## config.mk

```make
export PLATFORM = sky130hd
export DESIGN_NAME = tx_fifo_deserializer
export DESIGN_NICKNAME = d
export VERILOG_FILES = /design/src/rtl/tx_fifo_deserializer.sv
export SDC_FILE = /design/constraint.sdc
export NUM_CORES = 1
export LEC_CHECK = 0
export BUFFER_PORTS_ARGS = -buffer_cell sky130_fd_sc_hd__buf_2
export CAP_MARGIN = 15
export CORE_MARGIN = 2
export CORE_UTILIZATION = 50
export DETAILED_ROUTE_END_ITERATION = 8
export HOLD_SLACK_MARGIN = 0.12
export PLACE_DENSITY_LB_ADDON = 0.15
export SLEW_MARGIN = 40
export SYNTH_ARGS = -nofsm -noshare
export SYNTH_HDL_FRONTEND = slang
export SYNTH_SLANG_ARGS = --single-unit
```

## constraint.sdc

```tcl
create_clock -name clock -period 1.5 [get_ports clock]
set_input_delay 0.225 -clock clock [delete_from_list [all_inputs] [get_ports clock]]
set_output_delay 0.225 -clock clock [all_outputs]
set_load 0.02 [all_outputs]
```

## src/rtl/tx_fifo_deserializer.sv

```systemverilog
// Tx byte FIFO reader: primes to a start level, then reassembles 6-byte
// big-endian frames into 24-bit I/Q samples, one per DUC request.
module tx_fifo_deserializer #(
    parameter int FIFO_AW     = 12,
    parameter int START_LEVEL = 1536
) (
    input  logic               clock,
    input  logic               reset,
    input  logic               run,
    input  logic [7:0]         rd_data,
    input  logic [FIFO_AW-1:0] rd_usedw,
    input  logic               sample_req,
    output logic               rd_req,
    output logic               fifo_clear,
    output logic [23:0]        I_out,
    output logic [23:0]        Q_out,
    output logic               sample_valid,
    output logic               underflow,
    output logic               req_overrun
);

    typedef enum logic [1:0] {
        CLEAR,
        WAIT,
        READY,
        READ
    } state_t;

    localparam logic [FIFO_AW-1:0] START = FIFO_AW'(START_LEVEL);
    localparam logic [FIFO_AW-1:0] FRAME = FIFO_AW'(6);

    state_t      state;
    state_t      state_n;
    logic        rd_req_n;
    logic [2:0]  req_cnt;
    logic [2:0]  req_cnt_n;
    logic        byte_vld;
    logic [2:0]  byte_cnt;
    logic [2:0]  byte_cnt_n;
    logic [39:0] shift;
    logic [39:0] shift_n;
    logic [47:0] frame;
    logic [23:0] i_n;
    logic [23:0] q_n;
    logic        valid_n;
    logic        uflow_n;
    logic        overrun_n;

    // Final byte joins the shift register on the same edge the sample is published
    assign frame      = {shift, rd_data};
    assign fifo_clear = (state == CLEAR);

    always_comb begin
        state_n    = state;
        rd_req_n   = 1'b0;
        req_cnt_n  = req_cnt;
        byte_cnt_n = byte_cnt;
        shift_n    = shift;
        i_n        = I_out;
        q_n        = Q_out;
        valid_n    = 1'b0;
        uflow_n    = 1'b0;
        overrun_n  = req_overrun;

        if (byte_vld) begin
            shift_n    = {shift[31:0], rd_data};
            byte_cnt_n = byte_cnt + 3'd1;
        end

        unique case (state)
            CLEAR: begin
                state_n = WAIT;
                i_n     = '0;
                q_n     = '0;
            end
            WAIT: begin
                if (sample_req) begin
                    i_n     = '0;
                    q_n     = '0;
                    valid_n = 1'b1;
                end
                if (run && rd_usedw >= START) begin
                    state_n = READY;
                end
            end
            READY: begin
                if (sample_req) begin
                    if (rd_usedw >= FRAME) begin
                        state_n    = READ;
                        rd_req_n   = 1'b1;
                        req_cnt_n  = 3'd0;
                        byte_cnt_n = 3'd0;
                    end else begin
                        state_n = WAIT;
                        i_n     = '0;
                        q_n     = '0;
                        valid_n = 1'b1;
                        uflow_n = 1'b1;
                    end
                end else if (!run) begin
                    state_n = CLEAR;
                    i_n     = '0;
                    q_n     = '0;
                end
            end
            READ: begin
                if (sample_req) begin
                    overrun_n = 1'b1;
                end
                if (rd_req && req_cnt != 3'd5) begin
                    rd_req_n  = 1'b1;
                    req_cnt_n = req_cnt + 3'd1;
                end
                if (byte_vld && byte_cnt == 3'd5) begin
                    i_n     = frame[47:24];
                    q_n     = frame[23:0];
                    valid_n = 1'b1;
                    state_n = run ? READY : CLEAR;
                end
            end
            default: begin
                state_n = CLEAR;
            end
        endcase
    end

    always_ff @(posedge clock) begin
        if (reset) begin
            state        <= CLEAR;
            rd_req       <= 1'b0;
            req_cnt      <= '0;
            byte_vld     <= 1'b0;
            byte_cnt     <= '0;
            shift        <= '0;
            I_out        <= '0;
            Q_out        <= '0;
            sample_valid <= 1'b0;
            underflow    <= 1'b0;
            req_overrun  <= 1'b0;
        end else begin
            state        <= state_n;
            rd_req       <= rd_req_n;
            req_cnt      <= req_cnt_n;
            byte_vld     <= rd_req;
            byte_cnt     <= byte_cnt_n;
            shift        <= shift_n;
            I_out        <= i_n;
            Q_out        <= q_n;
            sample_valid <= valid_n;
            underflow    <= uflow_n;
            req_overrun  <= overrun_n;
        end
    end

endmodule
```

==> results.toml <==
[drt]
drc_errors = 0
drtIter0Drc = 78
final_antenna_net_count = 0
routed_wl_um = 8885
drt_first_pass_iters = 4
via_count = 3141
vias_per_cell = 5.018
wl_per_cell_um = 14.19

[die]
coreArea_sq_um = 8134
num_rows = 33
die-area_sq_um = 9016
die_h_um = 94.96
io_pins = 77
start_util = 0.5085
die_w_um = 94.96

[placed_design]
numPortBuffers = 75
gp_congestion = 0.7417
dp_hpwl_um = 5406
post-place-ws_ns = -0.2610

[sta]
fmax_mhz = 637.5
tns_ns = -1.163
worst_slew_pin_slew_ns = 0.3447
timing_hold_violations_final = 0
min_period_ns = 1.569
finalWorstSetupSlack_ns = -0.06865
fin_skew_ns = 0.01170
rsz0062_at_grt = "true"
max-slew-margin-rel = 0.7691
slew_viol_final = 0
post-route-period-util = 1.046
setup_viol = 31

[critical_path]
slowest_stage = "dfxtp_1"
cp.arrival_ns = 1.86
critical_path.max_stage_delay_ns = 0.40
critPathMostFrequentCell = "buf_6"
cp_data_required_time_ns = 1.79
critPathKind = "reg -> reg"
cp_cell_sequence = "ha_4 > nand3_4 > a311oi_4 > buf_6 > buf_6 > buf_12 > mux2i_1"
worstPathMaxFanout = 7
critPathCaptureType = "register"
startpoint_type = "register"

[layout]
fin_nets = 544
antenna_cells = 0
area_growth_syn_to_layout_pct = 29.34
nFillCells = 686
regArea_sq_um = 2032
multiInputGateArea_sq_um = 2003
layout-drive-gt1-share = 0.2706

[status]
status = "finished, violations left"
violations = "negative setup slack"

[clock_network]
clock-sinks = 101
cts_max_level = 3
clockBufferDepth = 2
numCtsBuffers = 9
clk_latency_ns = 0.36
cts_tree = "done"
cts-root-buf = "clkbuf_8"
clk_pin_slew_worst_paths_ns = 0.09

[global_route]
grt_max_degree = 49
grt-ovfl-total = 0
grt_usage = 0.2004
antenna_found_initial = 0
grt_first_pass_wirelength_um = 14060
grt_pass1_vias = 2997

[run]
max_cap_violations = 0

[logic_synthesis]
ys_types = 41
synthesis.nets = 447
avgSynthCellArea_sq_um = 9.872
yosysSeqAreaShare = 0.4888
syn_area_sq_um = 4136
ys_warn_count = 0
syn_inst = 419
ys_ff_latch = 101

[pwr]
leakage_nw = 2.295
peakVddDrop_v = 0.0005358
power_density_nw_per_um2 = 1028

[hold_path]
hold_path.class = "in -> reg"
synthesized netlist by cell type, drive strengths merged:
library cell    n  area (sq um)
nand3           3         15.01
clkbuf         15         56.30
nand2b         49         306.5
xnor2           1         8.760
nor2b           2         12.51
inv             5         18.76
xor2            1         8.760
or2             1         6.260
nand3b          2         15.01
nand4           2         12.51
mux2i          88         880.8
nor2           48         180.2
a211oi          3         27.52
a31oi           5         37.53
ha              4         50.05
mux2            2         22.52
o31ai           1         7.510
nor3b           1         7.510
a21o            1         7.510
a21oi           4         20.02
o311a           1         10.01
nand4b          1         8.760
or4             1         7.510
a311oi          1         15.01
dfxtp         101          2022
buf            14         97.59
nand2          51         191.4
o21ai           1         5.000
and4b           1         10.01
or3             1         6.260
nor3            5         25.02
nor4            2         27.53
a31o            1         8.760
metrics by stage:
stage | hold slack, ns | cell area [sq um] | std cells | utilization | power (mW)
2_1_floorplan | 0.3671 | 4144 | 419 | - | 3.047
5_1_grt | 0.1379 | 5350 | 626 | 0.6577 | 5.685
3_3_place_gp | 0.4467 | 4755 | 592 | 0.5845 | 3.171
6_report | 0.1323 | 5350 | 626 | 0.6577 | 5.501
3_5_place_dp | 0.4578 | 4755 | 592 | 0.5845 | 3.175
4_1_cts | 0.1236 | 5258 | 622 | 0.6464 | 5.479
cells in the final DEF (no fill, tap or decap), types with 2 or more instances in the layout:
cell type       n
buf_16          3
inv_2           2
nand2_1        51
nor2b_1         2
dfxtp_2         2
inv_1           3
buf_2          75
a211oi_1        2
nor2_1         47
nand2b_1       49
clkbuf_8        9
buf_4          18
mux2_2          2
clkbuf_1        2
dlygate4sd3_1   6
nand3_1         2
nor3_1          4
nand4_1         2
clkbuf_16       3
buf_6           3
buf_12          7
dfxtp_4         2
mux2i_1        88
a31oi_1         4
dfxtp_1        97
ha_1            3
bufinv_16       4
a21oi_1         3
nand3b_1        2
path summary, 6_finish.rpt:
path                                             start                     end  slack [ns]  cells past startpoint
worst max-delay path            byte_cnt[0]$_SDFF_PP0_   Q_out[6]$_SDFFE_PP0P_       -0.07                      7
worst min-delay path                        rd_data[5]   Q_out[5]$_SDFFE_PP0P_        0.13                      3
worst max register to register  byte_cnt[0]$_SDFF_PP0_   Q_out[6]$_SDFFE_PP0P_       -0.07                      7
worst min register to register  shift[39]$_SDFFE_PP0P_  I_out[23]$_SDFFE_PP0P_        0.47                      2
power breakdown:
| group | switching (mW) | internal, mW | total [mW] | leakage (nW) |
|---|---|---|---|---|
| Combinational | 0.259 | 0.325 | 0.584 | 1.35 |
| Sequential | 0.0119 | 2.69 | 2.70 | 0.816 |
| Clock | 0.923 | 1.29 | 2.21 | 0.130 |
| Total | 1.19 | 4.31 | 5.50 | 2.30 |
metal layers:
| layer | routed length [um] | track usage | vias to the layer above | part of all wire |
|---|---|---|---|---|
| li1 | - | - | 1589 | - |
| met3 | 287 | 0.04549 | 11 | 0.032 |
| met2 | 4257 | 0.3257 | 49 | 0.48 |
| met5 | 0 | 0 | - | 0 |
| met1 | 4195 | 0.2605 | 1492 | 0.47 |
| met4 | 144 | 0.07367 | 0 | 0.016 |
worst max-delay path: cells and delay by family (launching register included):
| family | cells | cell delay (ns) |
|---|---|---|
| flops | 1 | 0.40 |
| simple gates | 1 | 0.08 |
| mux | 1 | 0.19 |
| buf+inv | 3 | 0.41 |
| compound gates | 1 | 0.25 |
| fa+ha+maj | 1 | 0.17 |
kinds of logic after synthesis:
group / share of synthesized area
buffers and inverters: 0.04174
DFF: 0.4888
AOI/OAI and AO/OA: 0.03357
xor gates and xnor gates: 0.004235
adders and majority gates: 0.01210
and+or+nand+nor: 0.2011
muxes: 0.2184
timing repair:
| action | 4_1_cts | 5_1_grt |
|---|---|---|
| resized for setup | 14 | 4 |
| pin swaps | 1 | 0 |
| buffers inserted | 5 | 1 |
| hold buffers | 6 | 0 |
| gates cloned | 3 | 3 |
| endpoints found under the hold margin | 9 | 0 |
| endpoints found under the setup margin | 49 | 49 |
sequential cells by signal, indices dropped and copies added (netlist names), 2 cells and up:
signal	cells
state	2
req_cnt	3
I_out	24
byte_cnt	3
Q_out	24
shift	40
cell type report:
| type | instances | area share |
|---|---|---|
| inverters | 5 | 0.003508 |
| well taps | 105 | 0.02456 |
| flip-flops and latches | 101 | 0.3798 |
| clock buffers | 11 | 0.02456 |
| repair buffers | 115 | 0.1686 |
| clock inverters | 5 | 0.02456 |
| multi-input cells | 284 | 0.3744 |
No activity file was read; power rests on OpenSTA's default activity.
